`src/rtl/sensor_pkg.sv`:
```
// Shared types and default sizing for the line-scan sensor controller.
package sensor_pkg;

  localparam int unsigned NUM_PIXELS_DEF = 128;
  localparam int unsigned ADC_W_DEF      = 12;

  typedef enum logic [2:0] {
    ST_IDLE  = 3'd0,
    ST_ARM   = 3'd1,
    ST_SI    = 3'd2,
    ST_SHIFT = 3'd3,
    ST_DRAIN = 3'd4
  } scan_state_t;

endpackage

```
`src/rtl/pix_out_buf.sv`:
```
// One-entry valid/ready output register for pixel samples.
// A sample arriving while the entry is full and not being popped is dropped
// and flags a sticky overrun, cleared only by clr_overrun.
module pix_out_buf #(
  parameter int unsigned DATA_W   = 12,
  parameter int unsigned IDX_W    = 7,
  parameter int unsigned LAST_IDX = 127
) (
  input  logic              clk,
  input  logic              rst_n,
  input  logic              load,
  input  logic [DATA_W-1:0] load_data,
  input  logic [IDX_W-1:0]  load_idx,
  input  logic              clr_overrun,
  input  logic              ready,
  output logic              valid,
  output logic [DATA_W-1:0] data,
  output logic [IDX_W-1:0]  idx,
  output logic              last,
  output logic              overrun
);

  logic pop_c;

  assign pop_c = valid & ready;

  // Entry state: load when empty or draining this cycle, otherwise drop.
  always_ff @(posedge clk or negedge rst_n) begin
    if (!rst_n) begin
      valid   <= 1'b0;
      data    <= '0;
      idx     <= '0;
      last    <= 1'b0;
      overrun <= 1'b0;
    end else begin
      if (clr_overrun) begin
        overrun <= 1'b0;
      end
      if (load) begin
        if (!valid || pop_c) begin
          valid <= 1'b1;
          data  <= load_data;
          idx   <= load_idx;
          last  <= (load_idx == IDX_W'(LAST_IDX));
        end else begin
          overrun <= 1'b1;
        end
      end else if (pop_c) begin
        valid <= 1'b0;
      end
    end
  end

endmodule

```
`src/rtl/sensor_scan_controller.sv`:
```
// Line-scan image sensor readout controller.
// Generates the SI frame-start pulse, one ADC convert strobe per pixel on each
// falling sensor clock edge, and streams samples out over valid/ready.
// Build option: define SCAN_CONTINUOUS_EN for free-running frames after the
// first start (DRAIN returns to ARM, busy stays high).
module sensor_scan_controller
  import sensor_pkg::*;
#(
  parameter int unsigned NUM_PIXELS = NUM_PIXELS_DEF,
  parameter int unsigned ADC_W      = ADC_W_DEF
) (
  input  logic                          clk_3M,
  input  logic                          reset,
  input  logic                          sensor_clk,
  input  logic                          start,
  output logic                          si,
  output logic                          adc_conv,
  input  logic                          adc_valid,
  input  logic [ADC_W-1:0]              adc_data,
  output logic [ADC_W-1:0]              pix_data,
  output logic [$clog2(NUM_PIXELS)-1:0] pix_idx,
  output logic                          pix_last,
  output logic                          pix_valid,
  input  logic                          pix_ready,
  output logic                          busy,
  output logic                          frame_done,
  output logic                          overrun
);

  localparam int unsigned IDX_W = $clog2(NUM_PIXELS);
  localparam logic [IDX_W-1:0] LAST_IDX = IDX_W'(NUM_PIXELS - 1);

  logic [1:0]       rst_sync;
  logic             rst_n;
  scan_state_t      state;
  logic             sclk_q;
  logic             si_rise_seen;
  logic [IDX_W-1:0] pix_cnt;
  logic [IDX_W-1:0] conv_idx;
  logic             outstanding;
  logic             rise_c;
  logic             fall_c;
  logic             adc_accept_c;
  logic             clr_overrun_c;

  // Reset asserts asynchronously, releases two clk_3M edges later.
  always_ff @(posedge clk_3M or negedge reset) begin
    if (!reset) begin
      rst_sync <= 2'b00;
    end else begin
      rst_sync <= {rst_sync[0], 1'b1};
    end
  end

  assign rst_n = rst_sync[1];

  assign rise_c        = sensor_clk & ~sclk_q;
  assign fall_c        = ~sensor_clk & sclk_q;
  assign adc_accept_c  = adc_valid & outstanding;
  assign clr_overrun_c = (state == ST_IDLE) && start;

  // Scan sequencer: frame start, per-pixel conversion strobes, drain and done.
  always_ff @(posedge clk_3M or negedge rst_n) begin
    if (!rst_n) begin
      state        <= ST_IDLE;
      sclk_q       <= 1'b0;
      si           <= 1'b0;
      si_rise_seen <= 1'b0;
      adc_conv     <= 1'b0;
      busy         <= 1'b0;
      frame_done   <= 1'b0;
      pix_cnt      <= '0;
      conv_idx     <= '0;
      outstanding  <= 1'b0;
    end else begin
      sclk_q     <= sensor_clk;
      adc_conv   <= 1'b0;
      frame_done <= 1'b0;
      if (adc_accept_c) begin
        outstanding <= 1'b0;
      end

      case (state)
        ST_IDLE: begin
          if (start) begin
            busy  <= 1'b1;
            state <= ST_ARM;
          end
        end

        ST_ARM: begin
          si_rise_seen <= 1'b0;
          if (fall_c) begin
            si    <= 1'b1;
            state <= ST_SI;
          end
        end

        // SI is clocked in on the rise; pixel 0 converts on the following fall.
        ST_SI: begin
          if (rise_c) begin
            pix_cnt      <= '0;
            si_rise_seen <= 1'b1;
          end else if (fall_c && si_rise_seen) begin
            si           <= 1'b0;
            si_rise_seen <= 1'b0;
            adc_conv     <= 1'b1;
            conv_idx     <= '0;
            outstanding  <= 1'b1;
            state        <= ST_SHIFT;
          end
        end

        // The rise after the last pixel's conversion ends sensor readout.
        ST_SHIFT: begin
          if (rise_c) begin
            if (pix_cnt == LAST_IDX) begin
              state <= ST_DRAIN;
            end else begin
              pix_cnt <= pix_cnt + IDX_W'(1);
            end
          end else if (fall_c) begin
            adc_conv    <= 1'b1;
            conv_idx    <= pix_cnt;
            outstanding <= 1'b1;
          end
        end

        // Finish once the last conversion has returned and been consumed.
        ST_DRAIN: begin
          if (!outstanding && !pix_valid) begin
            frame_done <= 1'b1;
`ifdef SCAN_CONTINUOUS_EN
            state      <= ST_ARM;
`else
            busy       <= 1'b0;
            state      <= ST_IDLE;
`endif
          end
        end

        default: begin
          state <= ST_IDLE;
        end
      endcase
    end
  end

  pix_out_buf #(
    .DATA_W   (ADC_W),
    .IDX_W    (IDX_W),
    .LAST_IDX (NUM_PIXELS - 1)
  ) u_pix_out_buf (
    .clk         (clk_3M),
    .rst_n       (rst_n),
    .load        (adc_accept_c),
    .load_data   (adc_data),
    .load_idx    (conv_idx),
    .clr_overrun (clr_overrun_c),
    .ready       (pix_ready),
    .valid       (pix_valid),
    .data        (pix_data),
    .idx         (pix_idx),
    .last        (pix_last),
    .overrun     (overrun)
  );

endmodule

```
`config.mk`:
```
export PLATFORM = sky130hd
export DESIGN_NAME = sensor_scan_controller
export DESIGN_NICKNAME = d
export VERILOG_FILES = /design/src/rtl/sensor_pkg.sv /design/src/rtl/pix_out_buf.sv /design/src/rtl/sensor_scan_controller.sv
export SDC_FILE = /design/constraint.sdc
export NUM_CORES = 1
export LEC_CHECK = 0
export BUFFER_PORTS_ARGS = -buffer_cell sky130_fd_sc_hd__buf_4
export CAP_MARGIN = 30
export CELL_PAD_IN_SITES_DETAIL_PLACEMENT = 2
export CELL_PAD_IN_SITES_GLOBAL_PLACEMENT = 2
export CORE_MARGIN = 2
export CORE_UTILIZATION = 31
export DETAILED_ROUTE_END_ITERATION = 8
export PLACE_DENSITY = 0.78
export RECOVER_POWER = 50
export SLEW_MARGIN = 20
export SYNTH_ARGS = -nofsm -noshare
export SYNTH_HDL_FRONTEND = slang
export SYNTH_SLANG_ARGS = --single-unit
```
`constraint.sdc`:
```
create_clock -name clk_3M -period 1.4 [get_ports clk_3M]
set_clock_uncertainty 0.05 [all_clocks]
set_input_delay 0 -clock clk_3M [delete_from_list [all_inputs] [get_ports clk_3M]]
set_output_delay 0 -clock clk_3M [all_outputs]
set_load 0.1 [all_outputs]
```
==> summary.txt, run 1 <==
status: finished, violations left
failing checks: negative setup slack
clk slew on worst S/H paths: 0.10 ns
CP Capture Type: flop
final HPWL from detailed placement: 3.953 mm
hold_ws: 0.05271 ns
PD cells: 2675 mW/mm^2
antenna violations before repair: 0
Antenna Cells: 0
final setup violating endpoints: 39
Hold Path Sink: u_pix_out_buf.overrun
most frequent cell after synthesis: dfrtp_1
Post-synth top cells: dfrtp_1 (48), mux2_2 (20), o21ai_0 (18)
CP startpoint kind: flop
yosys synthesis warning count: 0
first-pass GRT wire length: 11.94 mm
Leak: 1.552 nW
Slew @ Worst Pin: 0.6243 ns
share of layout cells above drive strength 1: 51.40%
critical path class: reg -> reg
R2R Setup Slk: -0.25 ns
Hold Crit Class: in -> reg
buffer depth of the longest clock path: 2
worst path required time: 1.55 ns
Hold Startpoint: pix_ready
RSZ-0062 raised after global routing: true
initial cell density of the core: 32.45%
DRT antenna net count: 0
Peak VDD IR: 1.339 mV
syn nets: 200
multi-input combinational cell area: 989.7 sq um
CP cell instances: buf_4, nand2b_4, nor2b_4, buf_12, mux2_2
GR Overflow Total: 0
area leader, netlist: dfrtp_1
final worst slack: -0.2523 ns
boundary pin count: 44
EDFF count, synth: 0
Site Rows: 29
main flop type after synthesis: dfrtp_1
clk sink count: 48
worst reg2reg path depth: 5
synth top area cells: dfrtp_1 (57%), mux2_2 (11%), o21ai_0 (4.3%), nand3_1 (3.3%), inv_1 (2.0%)
vias in the first global route: 2155
Syn Std Cell Area: 0.002096 sq mm
final worst-path cycle share: 118.0%
launching point of the worst reg2reg path: u_pix_out_buf.valid
H-tree depth: 2
Tot GR Track Use: 21.20%
routed len/inst: 21.59 um
# nets final: 304
Gate Count Post-Synth: 181
gpl congestion: 0.7821
post-synth top area share: 57.31%
largest net degree at the start of global routing: 35
CTS tree: yes
syn_area_per_cell: 11.58 sq um
Seq cells post-synth: 48
DR pass1 iterations: 4
root buffer cell: clkbuf_8
register area: 0.001207 sq mm
CP arrival: 1.81 ns
MaxCap Viol Count: 0
Synth cell types: 41
R2R Path End: u_pix_out_buf.idx[5]
Die W: 86.22 um
crit-path max FO: 20
relative slew slack: 58.38%
vias per inst: 5.066
Hold Fails Final Rpt: 0
Die Span Y: 86.22 um
fmax: 605.2 MHz
post-synthesis sequential area ratio: 57.31%
total CTS buffers: 5
Layout Area Growth over Synthesis: 58.45%
die area: 0.007434 sq mm
Slew Viols, Final: 0
core area: 0.006459 sq mm
Initial DRC Count: 80
IO Port Bufs: 43
Fill cells: 653
routed wire length: 7.838 mm
Cells on Worst Hold Path: 4
largest stage delay on the critical path: 0.49 ns
minimum clock period: 1.652 ns
Async S/R FF share, synth: 100.0%
setup TNS: -7.412 ns
Worst-Skew Late Latency: 0.31 ns
drt drc: 0
CP max stage cell: dfrtp_4
via count: 1839
-- repair_timing --
action	4_1_cts	5_1_grt
pin swaps	7	5
buffers inserted	7	5
endpoints found under the setup margin	38	42
endpoints found under the hold margin	19	0
gates cloned	1	0
hold buffers	17	0
gates resized for setup	21	23
-- metrics by stage --
stage          utilization [%]  instances  total power [W]  cell area (sq um)  setup WS [ns]
5_1_grt                  51.41        363         0.009265               3321        -0.2960
2_1_floorplan                -        181         0.005659               2150        -0.3646
3_3_place_gp             43.28        326         0.006834               2795        -0.1755
4_1_cts                  49.54        358         0.008457               3199        -0.2315
3_5_place_dp             43.28        326         0.006974               2795        -0.2468
6_report                 51.41        363         0.008882               3321        -0.2523
-- metal layers --
metal | part of all wire, % | wire (um) | GRT usage, %
met1 | 40 | 3162 | 26.87
met2 | 54 | 4195 | 36.72
met4 | 2.8 | 221 | 6.676
met3 | 3.3 | 258 | 4.000
met5 | 0 | 0 | 0
-- state kept, by name, summed over array words and instances (netlist names), 2 cells and up --
name / cells
conv_idx: 7
pix_cnt: 7
rst_sync: 2
state: 3
u_pix_out_buf.data: 12
u_pix_out_buf.idx: 7
-- final cells by class --
cell class / instances / share of cell area, %
clock inverter: 2 / 1.168
sequential: 48 / 36.36
tap: 77 / 2.901
inverter: 11 / 1.243
multi-input combinational: 114 / 29.80
timing repair buffer: 105 / 26.04
clock buffer: 6 / 2.487
-- worst max path at each step --
stage / slack [ns] / endpoint / startpoint
2_1_floorplan: -0.36 / state[1] / u_pix_out_buf.valid
3_3_place_gp: -0.18 / state[1] / u_pix_out_buf.valid
3_5_place_dp: -0.25 / state[1] / pix_cnt[1]
4_1_cts: -0.23 / state[1] / u_pix_out_buf.valid
5_1_grt: -0.30 / state[1] / state[1]
6_report: -0.25 / u_pix_out_buf.idx[5] / u_pix_out_buf.valid
-- power breakdown --
group	leakage, nW	internal, W	total (W)	switching, W
logic	0.878	0.00182	0.00559	0.00377
clock network	0.0614	0.000585	0.00109	0.000509
registers	0.612	0.00185	0.00220	0.000347
-- logic make-up after synthesis --
family	Yosys count	synth area share [%]
flip-flops	48	57.31
buffers and inverters	19	4.358
AND/OR/NAND/NOR	53	13.85
adder cells (fa/ha/maj)	1	0.5969
other	1	0.1789
XOR/XNOR	1	0.4180
AO/OA/AOI/OAI	37	12.00
multiplexers	21	11.28
-- layout by cell type, fill, tap and decap left out, drive strengths merged, types with 2 or more instances in the layout --
cell type and count:
buf 85, dfrtp 48, mux2 21, o21ai 19, dlygate4sd3 17, nand3 14
inv 11, nand2 10, nor2 9, clkbuf 9, o31ai 4, nor3b 3
a21oi 3, and3b 2, o311ai 2, nand3b 2, a31oi 2, and3 2
and2b 2, nand2b 2, nor3 2
-- critical path: cells and delay by family, from the launching register on --
family        cells  cell delay [ns]
flops             1             0.49
mux               1             0.37
buf+inv           2             0.36
simple gates      2             0.27
Note: power is estimated with default switching activity, not from simulation.
==> inputs of run 2 (changes only) <==
Settings changed: BUFFER_PORTS_ARGS -buffer_cell sky130_fd_sc_hd__buf_4 to -buffer_cell sky130_fd_sc_hd__clkbuf_2.
==> summary.txt, run 2 (same netlist as run 1, synthesis figures left out) <==
routed wire length: 9.053 mm (+16%)
post-route insts no fill: 373 (+2.8%)
Die Span Y: 86.22 um (unchanged)
share of layout cells above drive strength 1: 55.41% (+4.0 points)
Inst Count DP: 327 (+0.31%)
fmax: 586.4 MHz (-3.1%)
via count: 1963 (+6.7%)
H-tree depth: 2 (unchanged)
max reg flops: 12 (unchanged)
Slew Viols, Final: 0 (unchanged)
vias in the first global route: 2090 (-3.0%)
minimum clock period: 1.705 ns (+0.05297 ns)
most common cell after layout, fill and taps aside: dfrtp_1
Site Rows: 29 (unchanged)
Peak VDD IR: 1.128 mV (-16%)
Worst-Skew Late Latency: 0.32 ns (about the same)
DR pass1 iterations: 4 (unchanged)
Hold Fails Final Rpt: 0 (unchanged)
status: finished, violations left
CP Capture Type: flop
vias per inst: 5.263 (+3.9%)
R2R Setup Slk: -0.31 ns (-0.05 ns)
DRT antenna net count: 0 (unchanged)
CP startpoint kind: flop
Slew @ Worst Pin: 0.7093 ns (+0.08500 ns)
CTS tree: yes
IO Port Bufs: 43 (unchanged)
buffer depth of the longest clock path: 2 (unchanged)
total CTS buffers: 5 (unchanged)
Finished Cell Area: 0.003435 sq mm (+3.4%)
final worst-path cycle share: 121.8% (+3.8 points)
relative slew slack: 52.71% (-5.7 points)
Hold Path Sink: u_pix_out_buf.valid
worst reg2reg path depth: 7 (+2)
antenna violations before repair: 0 (unchanged)
first-pass GRT wire length: 11.12 mm (-6.9%)
MaxCap Viol Count: 0 (unchanged)
final worst slack: -0.3053 ns (-0.05297 ns)
Antenna Cells: 0 (unchanged)
Layout Area Growth over Synthesis: 63.88%
RSZ-0062 raised after global routing: true
largest net degree at the start of global routing: 21 (-40%)
setup TNS: -8.562 ns (-1.150 ns)
Leak: 1.626 nW (+4.8%)
launching point of the worst reg2reg path: state[1]
commonest cells after routing, fill and taps aside: dfrtp_1 (46), buf_4 (43), clkbuf_2 (43)
GR Overflow Total: 0 (unchanged)
die area: 0.007434 sq mm (unchanged)
clk slew on worst S/H paths: 0.09 ns (about the same)
initial cell density of the core: 32.45% (unchanged)
drt drc: 0 (unchanged)
critical path class: reg -> reg
core area: 0.006459 sq mm (unchanged)
PD cells: 2669 mW/mm^2 (-0.22%)
R2R Path End: conv_idx[1]
Post-DP Area: 0.002695 sq mm (-3.6%)
Cells on Worst Hold Path: 4 (unchanged)
clk sink count: 48 (unchanged)
Hold Startpoint: pix_ready
routed len/inst: 24.27 um (+12%)
crit-path max FO: 15 (-25%)
failing checks: negative setup slack
Hold Crit Class: in -> reg
# nets final: 314 (+3.3%)
worst path required time: 1.55 ns (about the same)
root buffer cell: clkbuf_8
gpl congestion: 0.7268 (-7.1%)
final setup violating endpoints: 43 (+10%)
Die W: 86.22 um (unchanged)
boundary pin count: 44 (unchanged)
Biggest register: u_pix_out_buf.data
Tot GR Track Use: 19.60% (-1.6 points)
Initial DRC Count: 76 (-5.0%)
final HPWL from detailed placement: 4.212 mm (+6.5%)
CP arrival: 1.86 ns (+0.05 ns)
-- run 2: worst max path at each step --
stage | from | endpoint | slack (ns) | depth (start not counted)
2_1_floorplan | u_pix_out_buf.valid | state[1] | -0.36 | 4
3_3_place_gp | u_pix_out_buf.valid | state[1] | -0.17 | 4
3_5_place_dp | pix_cnt[0] | state[1] | -0.23 | 5
4_1_cts | sclk_q | state[0] | -0.24 | 4
5_1_grt | state[1] | conv_idx[1] | -0.44 | 7
6_report | state[1] | conv_idx[1] | -0.31 | 7
-- run 2: layout make-up --
type	count	area, sq um
multi-input cells	114	1072
clock buffers	6	82.58
well taps	77	96.34
flip-flops and latches	48	1206
fillers	631	3024
repair buffers	115	897.1
clock inverters	2	38.79
inverters	11	41.29
-- run 2: through the flow --
step                      setup slack, ns  util, %  total power [W]  hold WS, ns
after global placement            -0.1742    41.73         0.006621      -0.2623
final                             -0.3053    53.18         0.009167      0.03387
after floorplan                   -0.3646        -         0.005659      -0.3456
after global routing              -0.4362    53.18         0.009525      0.04452
after detailed placement          -0.2296    41.73         0.006747      -0.2630
after CTS                         -0.2370    47.56         0.008030     0.005690
-- run 2: per-layer routing --
metal	vias up	global-route usage, %	wire length (um)
li1	868	-	-
met1	1005	22.88	3331
met2	66	35.87	5016
met3	24	3.333	381
met4	0	7.386	324
met5	-	0	0
-- run 2: worst max-delay path, cell delays in order (launching register included) --
cell     delay (ns)
dfrtp_1        0.39
buf_6          0.15
buf_4          0.13
and2b_2        0.18
nor3b_4        0.29
buf_12         0.18
nand3_1        0.08
o21ai_0        0.13
-- run 2: where the power goes --
group          switching (W)  total [W]  internal, W  leakage (nW)
Sequential          0.000393    0.00224      0.00185         0.613
Combinational        0.00391    0.00580      0.00190         0.951
Clock               0.000534    0.00112     0.000585        0.0614
-- run 2: repair_timing --
action	4_1_cts	5_1_grt
endpoints found under the hold margin	19	0
resized for setup	18	51
pin swaps	4	7
gates cloned	1	3
buffers inserted	2	15
endpoints found under the setup margin	38	42
hold buffers	17	0
